===== config.mk =====
export PLATFORM = sky130hd
export DESIGN_NAME = keypad_scanner_flat
export DESIGN_NICKNAME = d
export VERILOG_FILES = /design/src/rtl/keypad_scanner_if.sv /design/src/rtl/keypad_scanner.sv /design/src/flat_wrapper.sv
export SDC_FILE = /design/constraint.sdc
export NUM_CORES = 1
export LEC_CHECK = 0
export BUFFER_PORTS_ARGS = -buffer_cell sky130_fd_sc_hd__buf_2
export CAP_MARGIN = 40
export CORE_UTILIZATION = 50
export DETAILED_ROUTE_END_ITERATION = 12
export PLACE_DENSITY = 0.68
export RECOVER_POWER = 100
export SYNTH_ARGS = -nofsm -noshare
export SYNTH_HDL_FRONTEND = slang
export SYNTH_SLANG_ARGS = --single-unit

===== constraint.sdc =====
create_clock -name clk -period 3.05 [get_ports clk]
set_clock_uncertainty 0.1 [all_clocks]
set_input_delay 0.1525 -clock clk [delete_from_list [all_inputs] [get_ports clk]]
set_output_delay 0.1525 -clock clk [all_outputs]
set_load 0.01 [all_outputs]

===== src/rtl/keypad_scanner_if.sv =====
// keypad_scanner_if
// Buffered key event bus between keypad_scanner (master) and its consumer
// (slave, normally peripheral_controller).
//   key_valid : buffer holds an unread key
//   key_code  : buffered key, row_index*4 + col_index
//   key_ack   : consumer pulse that empties the buffer
//   overrun   : a key was overwritten before being acked (sticky until ack)
//   key_down  : level, high while the accepted key is still held
interface keypad_scanner_if;
    logic       key_valid;
    logic [3:0] key_code;
    logic       key_ack;
    logic       overrun;
    logic       key_down;

    modport master (
        output key_valid,
        output key_code,
        output overrun,
        output key_down,
        input  key_ack
    );

    modport slave (
        input  key_valid,
        input  key_code,
        input  overrun,
        input  key_down,
        output key_ack
    );
endinterface


===== src/rtl/keypad_scanner.sv =====
// keypad_scanner
// Scans a 4x4 matrix keypad one column at a time, debounces a single press,
// and holds the resulting key code in a one-entry buffer until acked.
// Ports:
//   clk    : block clock (divided clkd, ~500 Hz)
//   reset  : synchronous, active-low
//   rows   : row inputs, pulled up; 0 = key closed on the driven column
//   cols   : column drive, exactly one bit low
//   kbus   : key buffer bus (master side), see keypad_scanner_if
module keypad_scanner #(
    parameter int SETTLE_CYCLES  = 2,
    parameter int DEBOUNCE_COUNT = 4
) (
    input  logic               clk,
    input  logic               reset,
    input  logic [3:0]         rows,
    output logic [3:0]         cols,
    keypad_scanner_if.master   kbus
);

    typedef enum logic [1:0] {SCAN, PRESS_DB, HELD, RELEASE_DB} state_t;

    localparam logic [3:0] SETTLE_LAST = 4'(SETTLE_CYCLES - 1);
    localparam logic [7:0] DB_TARGET   = 8'(DEBOUNCE_COUNT);

    state_t     state_q;
    logic [1:0] col_q;
    logic [3:0] cols_q;
    logic [3:0] settle_q;
    logic [7:0] db_q;
    logic [3:0] pat_q;
    logic       key_valid_q;
    logic [3:0] key_code_q;
    logic       overrun_q;
    logic       key_down_q;

    logic [1:0] col_d;
    logic [3:0] settle_d;
    logic [7:0] db_d;
    logic       rows_idle;

    function automatic logic [3:0] sat_inc4(input logic [3:0] v);
        return (v == 4'hF) ? v : v + 4'd1;
    endfunction

    function automatic logic [7:0] sat_inc8(input logic [7:0] v);
        return (v == 8'hFF) ? v : v + 8'd1;
    endfunction

    function automatic logic [3:0] col_drive(input logic [1:0] c);
        return ~(4'b0001 << c);
    endfunction

    // Lowest-numbered closed row wins when several rows read low.
    function automatic logic [1:0] low_row(input logic [3:0] p);
        if (!p[0])      return 2'd0;
        else if (!p[1]) return 2'd1;
        else if (!p[2]) return 2'd2;
        else            return 2'd3;
    endfunction

    assign col_d     = col_q + 2'd1;   // natural 2-bit wrap 3 -> 0
    assign settle_d  = sat_inc4(settle_q);
    assign db_d      = sat_inc8(db_q);
    assign rows_idle = (rows == 4'hF);

    always_ff @(posedge clk) begin
        if (!reset) begin
            state_q     <= SCAN;
            col_q       <= 2'd0;
            cols_q      <= 4'b1110;
            settle_q    <= 4'd0;
            db_q        <= 8'd0;
            pat_q       <= 4'hF;
            key_valid_q <= 1'b0;
            key_code_q  <= 4'd0;
            overrun_q   <= 1'b0;
            key_down_q  <= 1'b0;
        end else begin
            // Ack handling first; an acceptance below overrides it on the same edge.
            if (kbus.key_ack && key_valid_q) begin
                key_valid_q <= 1'b0;
                overrun_q   <= 1'b0;
            end

            case (state_q)
                SCAN: begin
                    if (settle_q == SETTLE_LAST) begin
                        settle_q <= 4'd0;
                        if (rows_idle) begin
                            col_q  <= col_d;
                            cols_q <= col_drive(col_d);
                        end else begin
                            pat_q   <= rows;
                            db_q    <= 8'd1;
                            state_q <= PRESS_DB;
                        end
                    end else begin
                        settle_q <= settle_d;
                    end
                end

                PRESS_DB: begin
                    if (rows_idle) begin
                        settle_q <= 4'd0;
                        state_q  <= SCAN;
                    end else if (rows != pat_q) begin
                        pat_q <= rows;
                        db_q  <= 8'd1;
                    end else begin
                        db_q <= db_d;
                        if (db_d == DB_TARGET) begin
                            key_code_q  <= {low_row(pat_q), col_q};
                            key_valid_q <= 1'b1;
                            key_down_q  <= 1'b1;
                            // Unread key being replaced without an ack this cycle.
                            overrun_q   <= key_valid_q && !kbus.key_ack;
                            state_q     <= HELD;
                        end
                    end
                end

                HELD: begin
                    // Pattern changes while held are deliberately ignored.
                    if (rows_idle) begin
                        db_q    <= 8'd1;
                        state_q <= RELEASE_DB;
                    end
                end

                RELEASE_DB: begin
                    if (rows_idle) begin
                        db_q <= db_d;
                        if (db_d == DB_TARGET) begin
                            key_down_q <= 1'b0;
                            col_q      <= col_d;
                            cols_q     <= col_drive(col_d);
                            settle_q   <= 4'd0;
                            state_q    <= SCAN;
                        end
                    end else begin
                        state_q <= HELD;
                    end
                end

                default: state_q <= SCAN;
            endcase
        end
    end

    assign cols           = cols_q;
    assign kbus.key_valid = key_valid_q;
    assign kbus.key_code  = key_code_q;
    assign kbus.overrun   = overrun_q;
    assign kbus.key_down  = key_down_q;

endmodule


===== src/flat_wrapper.sv =====
// flat-port wrapper written by rule: the top's interface ports become plain ports
module keypad_scanner_flat 
#(
    parameter int SETTLE_CYCLES  = 2,
    parameter int DEBOUNCE_COUNT = 4
)
  (clk, reset, rows, cols, kbus_key_valid, kbus_key_code, kbus_overrun, kbus_key_down, kbus_key_ack);
  keypad_scanner_if kbus_i ();
  input  logic clk;
  input  logic reset;
  input  logic [3:0] rows;
  output logic [3:0] cols;
  output wire logic [$bits(kbus_i.key_valid)-1:0] kbus_key_valid;
  output wire logic [$bits(kbus_i.key_code)-1:0] kbus_key_code;
  output wire logic [$bits(kbus_i.overrun)-1:0] kbus_overrun;
  output wire logic [$bits(kbus_i.key_down)-1:0] kbus_key_down;
  input wire logic [$bits(kbus_i.key_ack)-1:0] kbus_key_ack;
  assign kbus_key_valid = kbus_i.key_valid;
  assign kbus_key_code = kbus_i.key_code;
  assign kbus_overrun = kbus_i.overrun;
  assign kbus_key_down = kbus_i.key_down;
  assign kbus_i.key_ack = kbus_key_ack;
  keypad_scanner #(.SETTLE_CYCLES(SETTLE_CYCLES), .DEBOUNCE_COUNT(DEBOUNCE_COUNT)) u_core (.clk(clk), .reset(reset), .rows(rows), .cols(cols), .kbus(kbus_i));
endmodule

Yosys cells after proc, flatten, opt, wreduce, memory -nomap -nowiden. Cells that the tools add are included.

Output and inout bits: 11. Flip-flop bits (word level): 31. Input port bits: 7.

Add/sub/neg operators: 3. Reductions and logical operators: 15. Shift-type cells: 1. Multiplexer cells: 57. Bitwise operators: 3. Eq/ne operators: 24.

Operators by type and width (number): $mux W8 (7); $mux W4 (13); $pmux W8 S4 (1); $mux W2 (14); $reduce_and A5 Y1 (4); $mux W1 (16); $ne A2 B1 Y1 const B (8); $pmux W4 S2 (2); $pmux W4 S3 (1); $reduce_and A6 Y1 (2); $add A8 B1 Y8 const B (1); $eq A4 B4 Y1 const B (2); $eq A8 B3 Y1 const B (1); $eq A8 B8 Y1 const B (1); $pmux W2 S4 (1); $ne A2 B2 Y1 const B (3); $ne A3 B3 Y1 const B (2); $reduce_bool A2 Y1 (3); $add A4 B1 Y4 const B (1); $eq A2 B2 Y1 const B (2); $eq A4 B1 Y1 const B (1); $ne A4 B4 Y1 (1); $not A4 Y4 (1); $pmux W2 S2 (1); other kinds (12) (14).

Longest topological paths before layout.
Word-level depth: 7. Depth in mapped cells: 8.

Least setup slack after synthesis. OpenSTA, ideal clock, no wires.

Path kind: flip-flop to flip-flop. Start: reg u_core.db_q[0]. End: reg u_core.cols_q[1], in the netlist u_core.cols[1]. Data arrival time: 1.926 ns. Path slack: 0.887 ns. Stages on the path, launching flop included: 8. Buffers on the path: 0. Path through: dfxtp_1 -> ha_1 -> and4_1 -> o21a_1 -> o22ai_2 -> or4_1 -> a21boi_0 -> o21ai_0.

Longest elaborated chain between the ends: 5.

Ends and longest elaborated chain: start: declaration (line keypad_scanner.sv:30) `logic [7:0] db_q;`; start signal: assignment (line keypad_scanner.sv:73) `db_q <= 8'd0;`; start signal: assignment (line keypad_scanner.sv:95) `db_q <= 8'd1;`; start signal: assignment (line keypad_scanner.sv:109) `db_q <= 8'd1;`; $add A8 B1 Y8 / $eq A8 B8 Y1 (equally long branches) (line keypad_scanner.sv:47) `return (v == 8'hFF) ? v : v + 8'd1;`; $mux W8 (*) (line keypad_scanner.sv:47); $eq A8 B3 Y1 (*) (line keypad_scanner.sv:134) `if (db_d == DB_TARGET) begin`; $ne A2 B1 Y1 (no source line) (*); $reduce_and A5 Y1 (no source line) (*); end signal: assignment (line keypad_scanner.sv:92) `cols_q <= col_drive(col_d);`; end signal: assignment (line keypad_scanner.sv:137) `cols_q <= col_drive(col_d);`; end: declaration (line keypad_scanner.sv:28) `logic [3:0] cols_q;`.

Mark *: on every way between the ends. The rest lies on a longest branch, timed or not. A chain may end at the register's enable or synchronous reset.

Final worst setup path.
Start: reg u_core.db_q[0]. End: reg u_core.settle_q[3].

Longest elaborated chain between the ends: 5.

Ends and longest elaborated chain: $add A8 B1 Y8 / $eq A8 B8 Y1 (equally long branches) (line keypad_scanner.sv:47); $mux W8 (*) (line keypad_scanner.sv:47); $eq A8 B3 Y1 (*) (line keypad_scanner.sv:134); $ne A2 B1 Y1 (no source line) (*); $reduce_and A5 Y1 (no source line) (*); end signal: assignment (line keypad_scanner.sv:99) `settle_q <= settle_d;`; end: declaration (line keypad_scanner.sv:29) `logic [3:0] settle_q;`.

Marks and branches as above.

==> flow_summary.ini <==
[outcome]
status = finished, final reports clean

[setup_path]
critPathMaxFanout = 6
ff2ff_setup_slack_ns = 0.50
timing.rr.start = u_core.db_q[0]$_SDFFE_PN0P_
crit_arrival_ns = 2.73
worst_r2r_endpoint = u_core.settle_q[3]$_SDFFE_PN0P_
worstSetupPathType = reg2reg
critPathLaunchType = register
reg2reg_depth = 7
critPathCaptureType = register
worstPathRequired_ns = 3.24

[cells_and_area]
antenna_cells = 0
drive_above_1_share = 0.0876
multiInputGateArea_um2 = 1000
nFillCells = 293
final_nets = 230
areaGrowthSynthToFinish_pct = 9.71
final_core_util = 0.597
ff_latch_area_um2 = 621

[place]
dp_hpwl_mm = 2.57
numPortBuffers = 17
gp_congestion = 0.915

[flow_run]
max_cap_viol_count = 0

[sta]
timing.final.crit_share = 0.834
slew_headroom = 0.625
worst_pin_slew_ns = 0.559
fmax_mhz = 393
grt_setup_unrepaired = false
setup-tns-final_ns = 0
drv_slew = 0
final-setup-viol-count = 0
hold_viol = 0
fin_crit_ns = 2.55

[floorplan]
die_h_um = 60.3
rows = 20
coreArea_um2 = 3130
initial_core_util = 0.544
dieArea_um2 = 3640
io-pin-count = 18
die_w_um = 60.3

[synthesis]
ys_ff_latch = 31
synthXorXnorAreaFrac = 0.0257
synth_edf_count = 0
muxShareOfSynthArea = 0.0353
synth.cell_area_um2 = 1700
synthCells = 199
synth_top_family_by_area = simple AND/OR/NAND/NOR gates
synth.distinct_cells = 48
synthTopCellsByArea = dfxtp_1 (36%), ha_1 (5.1%), nand2_1 (4.9%)
yosys_warnings = 0
ys_seq_area_frac = 0.365
synthAdderAreaFrac = 0.0515
ys_top_cells_by_count = dfxtp_1 (31), nand2_1 (22), a21oi_1 (12)
synth_compound_area_frac = 0.230
synthFlopType = dfxtp_1
synth_most_common_cell = dfxtp_1
avgSynthCellArea_um2 = 8.55
synth_top_cell_area_share = 0.365
syn_nets = 213
synthArstFlopShare = 0
yosys.area_share.simple = 0.251
yosysTopAreaCell = dfxtp_1

[cts]
worstSkewPairLatency_ns = 0.33
cts_resized = 0
max-clock-path-buffers = 2
cts.sinks = 31
cts_made_buffers = 5
cts_tree = done
clock_tree.root_cell = clkbuf_4
clk_pin_slew_ns = 0.10
htree_levels = 2

[worst_hold_path]
hold_path_end = u_core.pat_q[1]$_SDFFE_PN1P_
hold_depth = 3
min_path_type = in2reg
hp-start = rows[1]

[global_route]
grt.total_usage = 0.231
grt_max_degree = 24
grt_pass1_wl_mm = 6.21
grt_pass1_vias = 1379
grt_antenna_before_repair = 0
grt-ovfl-total = 0

[drt]
num_vias = 1489
ant_nets = 0
drt-total-wl_mm = 3.62
wl_per_cell_um = 13.9
viasPerCell = 5.70
drc_errors = 0
drt_iter0_drc = 100
drtPass1Iterations = 4

[pwr]
ir_drop_v = 0.000382
pwr_density_cell_nw_per_um2 = 557
finalPower_mw = 1.04
p_leak_nw = 0.698
[repair_timing]
item                                   in CTS  in global routing
hold buffers                                3                  1
endpoints found under the hold margin       3                  1
buffers inserted                            0                  0
[flip-flops by register name, summed over array words and instances (netlist names), named ones only]
name and count:
u_core.kbus.key_code 4, u_core.cols 4, u_core.settle_q 4, u_core.kbus.key_down 1, u_core.kbus.key_valid 1, u_core.db_q 8, u_core.col_q 2, u_core.kbus.overrun 1
u_core.pat_q 4, u_core.state_q 1
[worst max path at each step]
stage                                            endpoint  cells past startpoint                   startpoint
after floorplan               u_core.cols[1]$_SDFFE_PN1P_                      7  u_core.db_q[0]$_SDFFE_PN0P_
after global placement     u_core.kbus.overrun$_SDFF_PN0_                      7  u_core.db_q[0]$_SDFFE_PN0P_
after global routing      u_core.settle_q[1]$_SDFFE_PN0P_                      7  u_core.db_q[0]$_SDFFE_PN0P_
final                     u_core.settle_q[3]$_SDFFE_PN0P_                      7  u_core.db_q[0]$_SDFFE_PN0P_
after detailed placement   u_core.kbus.overrun$_SDFF_PN0_                      7  u_core.db_q[0]$_SDFFE_PN0P_
after CTS                  u_core.kbus.overrun$_SDFF_PN0_                      7  u_core.db_q[0]$_SDFFE_PN0P_
[cell type report]
cell class,count,area share
Multi-Input combinational cell,151,0.538
Clock buffer,6,0.0221
Inverter,6,0.0121
Sequential cell,31,0.332
Tap cell,44,0.0295
Timing Repair Buffer,21,0.0597
Clock inverter,2,0.00670
[worst max-delay path, cell delays in order, from the launching register on]
cell and delay (ns):
dfxtp_1 0.35, ha_1 0.28, and4_1 0.29, o21a_1 0.13, o22ai_1 0.43, nor3_1 0.21, a211oi_1 0.53, a21o_1 0.19
[per-layer routing]
metal,vias to the layer above,track usage,share of wire
li1,770,-,-
met1,678,0.298,0.48
met2,32,0.364,0.46
met3,9,0.0704,0.046
met4,0,0.0864,0.016
met5,-,0,0
[power by group]
part	total [mW]	internal (mW)	switching (mW)
sequential	0.498	0.448	0.0507
clock	0.229	0.0887	0.140
combinational	0.313	0.119	0.194
total	1.04	0.655	0.385
[stage by stage]
step	hold WS [ns]	std cells	cell area (um2)	worst slack, ns
after floorplan	0.151	199	1700	0.887
after global placement	0.263	249	1790	0.687
after detailed placement	0.274	249	1790	0.625
after CTS	0.00389	260	1880	0.610
after global routing	0.0161	261	1870	0.228
final	0.0170	261	1870	0.505
[cells by family after synthesis]
kind of cell,after synthesis
xor gates and xnor gates,5
AOI/OAI and AO/OA,57
DFF,31
and+or+nand+nor,76
adders and majority gates,7
buffers and inverters,17
muxes,6
[layout by cell type, fill, tap and decap left out, types with 2 or more instances in the layout]
| cell | instances |
|---|---|
| dfxtp_1 | 31 |
| nand2_1 | 22 |
| a21oi_1 | 12 |
| clkbuf_1 | 12 |
| nor3_1 | 11 |
| o21ai_0 | 11 |
| nor2_1 | 8 |
| nand3_1 | 8 |
| ha_1 | 7 |
| inv_1 | 6 |
| a21o_1 | 6 |
| mux2i_1 | 6 |
| buf_2 | 6 |
| and2_1 | 5 |
| xor2_1 | 5 |
| a31oi_1 | 5 |
| clkbuf_4 | 5 |
| a211oi_1 | 4 |
| dlygate4sd3_1 | 4 |
| and3_1 | 3 |
| nand4_1 | 3 |
| a21boi_0 | 3 |
| and4_1 | 2 |
| o21a_1 | 2 |
| o311a_1 | 2 |
| o2111ai_1 | 2 |
| a41oi_1 | 2 |
No activity file was read; power rests on OpenSTA's default activity.
